===== src/rtl/vend_pkg.sv =====
// Shared types and constants for the vending session arbiter.
package vend_pkg;

  typedef enum logic [1:0] {
    IDLE    = 2'd0,
    SESSION = 2'd1,
    CLOSE   = 2'd2
  } state_t;

  localparam logic [1:0] COIN_NONE = 2'b00;
  localparam int STAT_W = 16;
  localparam logic [STAT_W-1:0] STAT_MAX = '1;

endpackage


===== src/rtl/rr_pick.sv =====
// Combinational round-robin picker: first requester at or after rr_ptr, scanning cyclically.
module rr_pick #(
  parameter int N     = 4,
  parameter int IDX_W = 2
) (
  input  logic [N-1:0]     req,
  input  logic [IDX_W-1:0] rr_ptr,
  output logic [IDX_W-1:0] winner,
  output logic             valid
);

  localparam logic [IDX_W:0] N_W = (IDX_W+1)'(N);

  logic [N-1:0]     rot;
  logic [IDX_W-1:0] offset;
  logic [IDX_W:0]   win_sum;

  // rot[i] is the request of the kiosk i positions after rr_ptr
  genvar gi;
  generate
    for (gi = 0; gi < N; gi++) begin : g_rot
      logic [IDX_W:0]   sum;
      logic [IDX_W-1:0] idx;
      assign sum     = {1'b0, rr_ptr} + (IDX_W+1)'(gi);
      assign idx     = IDX_W'((sum >= N_W) ? sum - N_W : sum);
      assign rot[gi] = req[idx];
    end
  endgenerate

  always_comb begin
    offset = '0;
    for (int i = N - 1; i >= 0; i--) begin
      if (rot[i]) offset = IDX_W'(i);
    end
  end

  assign win_sum = {1'b0, rr_ptr} + {1'b0, offset};
  assign winner  = IDX_W'((win_sum >= N_W) ? win_sum - N_W : win_sum);
  assign valid   = |req;

endmodule


===== src/rtl/vend_session_arbiter.sv =====
// Round-robin session arbiter sharing one vending_machine core between N_KIOSK kiosks.
// Optional VEND_ARB_STATS_EN adds saturating sale_cnt/abort_cnt outputs.
module vend_session_arbiter
  import vend_pkg::*;
#(
  parameter int N_KIOSK = 4,
  parameter int TIMEOUT = 16
) (
  input  logic                   clk,
  input  logic                   rst,
  input  logic [N_KIOSK-1:0]     req,
  input  logic [2*N_KIOSK-1:0]   kiosk_coin,
  input  logic                   vm_p,
  input  logic                   vm_ch,
  output logic [1:0]             vm_coin,
  output logic                   vm_clr,
  output logic [N_KIOSK-1:0]     gnt,
  output logic [N_KIOSK-1:0]     done,
  output logic [N_KIOSK-1:0]     abort,
  output logic [N_KIOSK-1:0]     ch_out,
  output logic                   busy
`ifdef VEND_ARB_STATS_EN
  ,
  output logic [STAT_W-1:0]      sale_cnt,
  output logic [STAT_W-1:0]      abort_cnt
`endif
);

  localparam int IDX_W = (N_KIOSK > 1) ? $clog2(N_KIOSK) : 1;
  localparam int TMR_W = $clog2(TIMEOUT);
  localparam logic [N_KIOSK-1:0] GNT_ONE  = N_KIOSK'(1);
  localparam logic [IDX_W-1:0]   IDX_LAST = IDX_W'(N_KIOSK - 1);
  localparam logic [TMR_W-1:0]   TMR_LAST = TMR_W'(TIMEOUT - 1);
  localparam logic [TMR_W-1:0]   TMR_MAX  = '1;

  state_t               state_reg, state_next;
  logic [N_KIOSK-1:0]   gnt_reg, gnt_next;
  logic [N_KIOSK-1:0]   done_reg, done_next;
  logic [N_KIOSK-1:0]   abort_reg, abort_next;
  logic                 vm_clr_reg, vm_clr_next;
  logic [IDX_W-1:0]     winner_reg, winner_next;
  logic [IDX_W-1:0]     rr_ptr_reg, rr_ptr_next;
  logic [TMR_W-1:0]     timer_reg, timer_next;

  logic [1:0]           coin_arr [N_KIOSK];
  logic [1:0]           owner_coin;
  logic                 coin_hit;
  logic                 idle_expired;
  logic                 pick_valid;
  logic [IDX_W-1:0]     pick_idx;

  genvar gi;
  generate
    for (gi = 0; gi < N_KIOSK; gi++) begin : g_coin
      assign coin_arr[gi] = kiosk_coin[2*gi +: 2];
    end
  endgenerate

  assign owner_coin   = coin_arr[winner_reg];
  assign coin_hit     = (owner_coin != COIN_NONE);
  assign idle_expired = !coin_hit && (timer_reg == TMR_LAST);

  rr_pick #(
    .N     (N_KIOSK),
    .IDX_W (IDX_W)
  ) u_pick (
    .req    (req),
    .rr_ptr (rr_ptr_reg),
    .winner (pick_idx),
    .valid  (pick_valid)
  );

  always_comb begin
    state_next  = state_reg;
    gnt_next    = gnt_reg;
    winner_next = winner_reg;
    rr_ptr_next = rr_ptr_reg;
    timer_next  = timer_reg;
    done_next   = '0;
    abort_next  = '0;
    vm_clr_next = 1'b0;
    case (state_reg)
      IDLE: begin
        if (pick_valid) begin
          gnt_next    = GNT_ONE << pick_idx;
          winner_next = pick_idx;
          rr_ptr_next = (pick_idx == IDX_LAST) ? '0 : pick_idx + 1'b1;
          timer_next  = '0;
          state_next  = SESSION;
        end
      end
      SESSION: begin
        if (coin_hit)                 timer_next = '0;
        else if (timer_reg != TMR_MAX) timer_next = timer_reg + 1'b1;
        // A product pulse outranks a timeout or walk-away in the same cycle
        if (vm_p) begin
          done_next  = gnt_reg;
          state_next = CLOSE;
        end else if (idle_expired || !req[winner_reg]) begin
          abort_next  = gnt_reg;
          vm_clr_next = 1'b1;
          state_next  = CLOSE;
        end
      end
      CLOSE: begin
        gnt_next   = '0;
        state_next = IDLE;
      end
      default: begin
        gnt_next   = '0;
        state_next = IDLE;
      end
    endcase
  end

  always_ff @(posedge clk) begin
    if (rst) begin
      state_reg  <= IDLE;
      gnt_reg    <= '0;
      done_reg   <= '0;
      abort_reg  <= '0;
      vm_clr_reg <= 1'b0;
      winner_reg <= '0;
      rr_ptr_reg <= '0;
      timer_reg  <= '0;
    end else begin
      state_reg  <= state_next;
      gnt_reg    <= gnt_next;
      done_reg   <= done_next;
      abort_reg  <= abort_next;
      vm_clr_reg <= vm_clr_next;
      winner_reg <= winner_next;
      rr_ptr_reg <= rr_ptr_next;
      timer_reg  <= timer_next;
    end
  end

  assign vm_coin = (state_reg == SESSION) ? owner_coin : COIN_NONE;
  assign ch_out  = gnt_reg & {N_KIOSK{vm_ch}};
  assign gnt     = gnt_reg;
  assign done    = done_reg;
  assign abort   = abort_reg;
  assign vm_clr  = vm_clr_reg;
  assign busy    = (state_reg != IDLE);

`ifdef VEND_ARB_STATS_EN
  logic [STAT_W-1:0] sale_cnt_reg, abort_cnt_reg;

  always_ff @(posedge clk) begin
    if (rst) begin
      sale_cnt_reg  <= '0;
      abort_cnt_reg <= '0;
    end else if (state_reg == CLOSE) begin
      if (|done_reg && sale_cnt_reg != STAT_MAX)   sale_cnt_reg  <= sale_cnt_reg + 1'b1;
      if (|abort_reg && abort_cnt_reg != STAT_MAX) abort_cnt_reg <= abort_cnt_reg + 1'b1;
    end
  end

  assign sale_cnt  = sale_cnt_reg;
  assign abort_cnt = abort_cnt_reg;
`endif

endmodule

===== config.mk =====
export PLATFORM = sky130hd
export DESIGN_NAME = vend_session_arbiter
export DESIGN_NICKNAME = d
export VERILOG_FILES = /design/src/rtl/vend_pkg.sv /design/src/rtl/rr_pick.sv /design/src/rtl/vend_session_arbiter.sv
export SDC_FILE = /design/constraint.sdc
export NUM_CORES = 1
export LEC_CHECK = 0
export CORE_MARGIN = 1
export CORE_UTILIZATION = 46
export DETAILED_ROUTE_END_ITERATION = 8
export PLACE_DENSITY = 0.87
export SLEW_MARGIN = 15
export SYNTH_ARGS = -nofsm -noshare
export SYNTH_HDL_FRONTEND = slang
export SYNTH_SLANG_ARGS = --single-unit

===== constraint.sdc =====
create_clock -name clk -period 3 [get_ports clk]
set_input_delay 0.3 -clock clk [delete_from_list [all_inputs] [get_ports clk]]
set_output_delay 0.3 -clock clk [all_outputs]
set_load 0.01 [all_outputs]

==> results.toml, run 1 <==
[clock_tree]
cts_resized = 0
cts_buffers = 3
cts.path.max_buffers = 2
cts_tree = "done"
htree_num_levels = 1
clk-insertion-delay-late_ns = 0.32
cts_setup_buffers = 0
cts.sinks = 23
cts-root-buf = "clkbuf_4"
hold_buffers = 0
clk_pin_slew_ns = 0.12

[sta]
slew_headroom = 0.702
worst-slew-pin-transition_ns = 0.446
period_needed_ns = 2.38
setup_viol = 0
drv_slew = 0
fin_skew_ns = 0.00258
hold_viol_final = 0
finalCritPeriodShare = 0.794
fin_tns_setup_ns = 0
fmax_mhz = 420
rsz0062_at_grt = "no"

[min_path]
hold_class = "reg2reg"
worstHoldPathCells = 1

[worst_setup_path]
r2r_start = "rr_ptr_reg[0]"
arrival_ns = 2.65
cp.required_ns = 3.27
crit_end = "rr_ptr_reg[0]"
startpoint = "req[3]"
cp-start-kind = "input pin"
timing.rr.end = "rr_ptr_reg[0]"
cp_max_fo = 9
r2r_cells = 9
worstSetupPathType = "in2reg"
r2r_slack_ns = 0.73
end_kind = "register"

[floorplan]
die-area_um2 = 2900
die_width_um = 53.9
row_count = 18
core_um2 = 2500
die_height_um = 53.9
ios = 36
start_util = 0.495

[route]
drt-initial-drc-count = 15
num_vias = 1165
ant_nets = 0
finalWirelength_um = 2780
wl_per_cell_um = 13.8
drcViolationCount = 0
dr.pass1.iters = 4
via_per_inst = 5.77

[power]
sw_frac_of_total = 0.382
p_leak_nw = 0.634
switchingPower_uw = 394
power.internal_uw = 637
p_comb_frac = 0.438
p_per_area_nw_per_um2 = 637
peakVddDrop_v = 0.000435
p_seq_frac = 0.419
pwr-share-clk = 0.143

[global_routing]
grtUsageMet2 = 0.391
grt_max_degree = 14
grtUsageTotal = 0.220
grt_pass1_vias = 1058
met3_usage = 0.0452
top_usage_layer = "met2"
grtUsageMet1 = 0.240
antenna_found_initial = 0
grt_overflow = 0
grt_pass1_wl_um = 4530

[cells_and_area]
finish.utilization = 0.647
antennaDiodeCount = 0
finalNonFillerCells = 202
drive_gt1_frac = 0.0814
seqCellArea_um2 = 460
nNetsFinal = 192
fillCellCount = 215
multi_input_area_um2 = 727
syn_to_final_growth_pct = 30.7

[synthesis]
ys_ff_latch = 23
synth_edf_count = 0
netlist_area_um2 = 1240
yosys_warnings = 0
syn_nets = 159
ys_seq_area_frac = 0.372
async_flop_share = 0
ys.flop_type = "dfxtp_1"
avgSynthCellArea_um2 = 8.84
synthCells = 140
ys_types = 44

[outcome]
status = "completed"

[placed_design]
numPortBuffers = 35
gp_congestion = 0.814
post-place-cells = 198
place_hpwl_um = 2160

[run]
maxCapViolCount = 0
[layer usage]
metal	up-vias	wire length [um]	part of all wire
met5	-	0	0
met4	0	49	0.018
met3	7	197	0.071
met2	55	1390	0.50
met1	531	1150	0.41
li1	572	-	-
[cells in the final DEF, fill, tap and decap left out, types with 4 or more instances in the layout]
| cell | instances |
|---|---|
| clkdlybuf4s50_1 | 35 |
| dfxtp_1 | 23 |
| nand2_1 | 13 |
| nor2_1 | 13 |
| and2_1 | 8 |
| nor3_1 | 6 |
| nand3_1 | 5 |
| mux2i_1 | 5 |
| and3_1 | 5 |
| inv_1 | 4 |
| a31oi_1 | 4 |
| a21oi_1 | 4 |
[cell families after synthesis]
kind of cell / after synthesis / share of synthesized area
AOI/OAI and AO/OA: 27 / 0.166
xor gates and xnor gates: 3 / 0.0273
adders and majority gates: 3 / 0.0303
buffers and inverters: 11 / 0.0404
DFF: 23 / 0.372
muxes: 9 / 0.0890
and+or+nand+nor: 64 / 0.275
[power groups by stage]
stage / clock network (mW) / registers [mW] / logic (mW)
final: 0.147 / 0.432 / 0.452
after global routing: 0.158 / 0.442 / 0.493
after CTS: 0.148 / 0.432 / 0.452
after detailed placement: 0 / 0.438 / 0.451
after global placement: 0 / 0.436 / 0.429
after floorplan: 0 / 0.407 / 0.319
[Yosys cell counts, types with 2 or more instances]
cell	n	area (um2)
dfxtp_1	23	460
nand2_1	13	48.8
nor2_1	13	48.8
and2_1	8	50.1
nor3_1	6	30.0
and3_1	5	31.3
mux2i_1	5	50.1
nand3_1	5	25.0
a21oi_1	4	20.0
a31oi_1	4	25.0
buf_2	4	20.0
inv_1	4	15.0
ha_1	3	37.5
o21ai_0	3	15.0
a21o_1	2	15.0
and3b_1	2	17.5
clkbuf_1	2	7.51
mux2_2	2	22.5
nand2b_1	2	12.5
nand4_1	2	12.5
o2111ai_1	2	17.5
o211ai_1	2	15.0
or2_2	2	12.5
xor2_1	2	17.5
[worst max-delay path: stages]
cell,delay (ns)
clkdlybuf4s50_1,0.64
nor2_1,0.09
or4_1,0.41
o2111ai_1,0.10
ha_1,0.23
xor2_2,0.27
inv_1,0.08
ha_1,0.20
nor3_1,0.17
a21oi_1,0.06
nor2_1,0.10
[how the worst min path moves through the flow]
stage                      start       to  slack (ns)
floorplan                   vm_p  done[0]        0.45
global placement    state_reg[1]   gnt[3]        0.49
CTS                 state_reg[1]   gnt[3]        0.51
detailed placement  state_reg[1]   gnt[3]        0.48
global route        state_reg[1]   gnt[3]        0.53
finish              state_reg[1]   gnt[3]        0.52
[area by class of cell]
| class | count | share of cell area |
|---|---|---|
| clock buffers | 3 | 0.0139 |
| clock inverters | 1 | 0.00309 |
| inverters | 4 | 0.00928 |
| multi-input cells | 106 | 0.449 |
| flip-flops and latches | 23 | 0.285 |
| well taps | 30 | 0.0232 |
| repair buffers | 35 | 0.217 |
[per-stage QoR]
stage          worst slack (ns)  instance area [um2]  hold WS (ns)  total power, mW
2_1_floorplan             0.881                 1240         0.453            0.726
3_3_place_gp              0.438                 1590         0.491            0.865
3_5_place_dp              0.272                 1590         0.483            0.888
4_1_cts                   0.601                 1620         0.508             1.03
5_1_grt                   0.474                 1620         0.531             1.09
6_report                  0.618                 1620         0.522             1.03
Note: power is estimated with default switching activity, not from simulation.
==> inputs of run 2 (changes only) <==
- CORE_UTILIZATION: 46 -> 42
- PLACE_DENSITY: 0.87 -> 0.84
- clock period: 3 -> 1.93 ns (I/O delays scaled with it)
==> run 2 against run 1 <==
Core utilization increased by 0.92 points. Highest routed layer unchanged. Worst hold slack improved by 0.013 ns. Critical path type unchanged. Sequential cell count unchanged. Clock-buffer cell count increased by 1.
==> results.toml, run 2 (synthesis gave the netlist of run 1 again) <==
[global_routing]
top_usage_layer = "met2"
grtUsageTotal = 0.215
grtUsageMet2 = 0.369
met3_usage = 0.0300
grtUsageMet1 = 0.258
grt_pass1_vias = 1204
antenna_found_initial = 0
grt_overflow = 0
grt_max_degree = 13
grt_pass1_wl_um = 5340

[clock_tree]
clk-insertion-delay-late_ns = 0.32
cts_tree = "done"
hold_buffers = 0
htree_num_levels = 1
cts-root-buf = "clkbuf_4"
cts.path.max_buffers = 2
cts.sinks = 23
clk_pin_slew_ns = 0.12
cts_buffers = 3

[placed_design]
place_area_um2 = 1710
gp_congestion = 0.809
post-place-cells = 214
dpl_worst_slack_ns = -0.391
numPortBuffers = 35
place_hpwl_um = 2390

[floorplan]
die_width_um = 56.3
die_height_um = 56.3
core_um2 = 2780
row_count = 19
die-area_um2 = 3170
ios = 36
start_util = 0.445

[sta]
worst-slew-pin-transition_ns = 0.393
slew_headroom = 0.736
hold_ws_ns = 0.535
finalCritPeriodShare = 0.987
drv_slew = 0
rsz0062_at_grt = "yes"
setup_slack_ns = 0.0245
hold_viol_final = 0
fin_skew_ns = 0.00203
period_needed_ns = 1.91
setup_viol = 0
fmax_mhz = 525

[worst_setup_path]
cp.required_ns = 2.17
r2r_cells = 8
cp_max_fo = 9
end_kind = "register"
worstSetupPathType = "in2reg"
arrival_ns = 2.14
cp-start-kind = "input pin"

[route]
drt-initial-drc-count = 40
ant_nets = 0
finalWirelength_um = 3230
wl_per_cell_um = 14.5
drcViolationCount = 0
dr.pass1.iters = 4
via_per_inst = 5.70
num_vias = 1265

[power]
p_per_area_nw_per_um2 = 1040
peakVddDrop_v = 0.000612
p_leak_nw = 0.747

[cells_and_area]
seqCellArea_um2 = 465
final_cell_area_um2 = 1830
antennaDiodeCount = 0
drive_gt1_frac = 0.241
layout_commonest_cell = "clkdlybuf4s50_1"
finish.utilization = 0.656
most-common-layout-cells = "31 x clkdlybuf4s50_1, 21 x dfxtp_1, 18 x buf_4, 13 x nor2_1, 12 x nand2_1"
syn_to_final_growth_pct = 47.5
multi_input_area_um2 = 785
finalNonFillerCells = 222
fillCellCount = 223
nNetsFinal = 211

[min_path]
worstHoldPathCells = 1
hold_class = "reg2reg"

[run]
maxCapViolCount = 0

[outcome]
status = "completed"
==> run 2: cell types whose count changed in the layout (fill, tap and decap cells not counted), sizes merged <==
cell | previous run | this run
clkdlybuf4s50 | 35 | 31
clkinv | 1 | 0
buf | 0 | 19
dlygate4sd2 | 0 | 2
clkbuf | 3 | 5
dlymetal6s2s | 0 | 1
==> run 2: report_power, final <==
group | total [mW] | internal (mW) | switching, mW | leakage, nW
sequential | 0.640 | 0.558 | 0.0816 | 0.188
combinational | 1.03 | 0.543 | 0.486 | 0.544
clock | 0.225 | 0.0811 | 0.143 | 0.0150
==> run 2: through the flow <==
stage / TNS (ns) / power, mW
final: 0 / 1.89
after global routing: -0.0661 / 2.02
after CTS: 0 / 1.73
after detailed placement: -2.10 / 1.48
after global placement: -1.43 / 1.44
after floorplan: -0.249 / 1.16
==> run 2: final timing paths <==
path	end	slack, ns	from
worst min-delay path	gnt[3]	0.53	state_reg[1]
worst max-delay path	gnt[2]	0.02	req[0]
worst min register to register	gnt[3]	0.53	state_reg[1]
worst max register to register	rr_ptr_reg[1]	0.03	rr_ptr_reg[0]
==> run 2: cell type report <==
class	instances	area share
multi-input cells	106	0.430
repair buffers	54	0.271
flip-flops and latches	23	0.255
well taps	31	0.0212
inverters	4	0.00822
clock buffers	4	0.0144
==> run 2: repair_timing <==
action	4_1_cts	5_1_grt
setup endpoints to repair	5	4
setup buffers	2	2
hold endpoints to repair	0	0
resized for setup	6	16
pin swaps	1	7
==> run 2: critical path, cell delays in order <==
cell	delay, ns
clkdlybuf4s50_1	0.48
buf_4	0.17
nor2_1	0.05
o32a_1	0.31
o2111ai_2	0.26
xor2_2	0.13
buf_4	0.14
buf_4	0.14
o41ai_2	0.26
==> run 2: layer usage <==
metal  vias up  share of wire
met2        69           0.52
met5         -              0
met1       583           0.41
li1        610              -
met3         3          0.060
met4         0          0.014
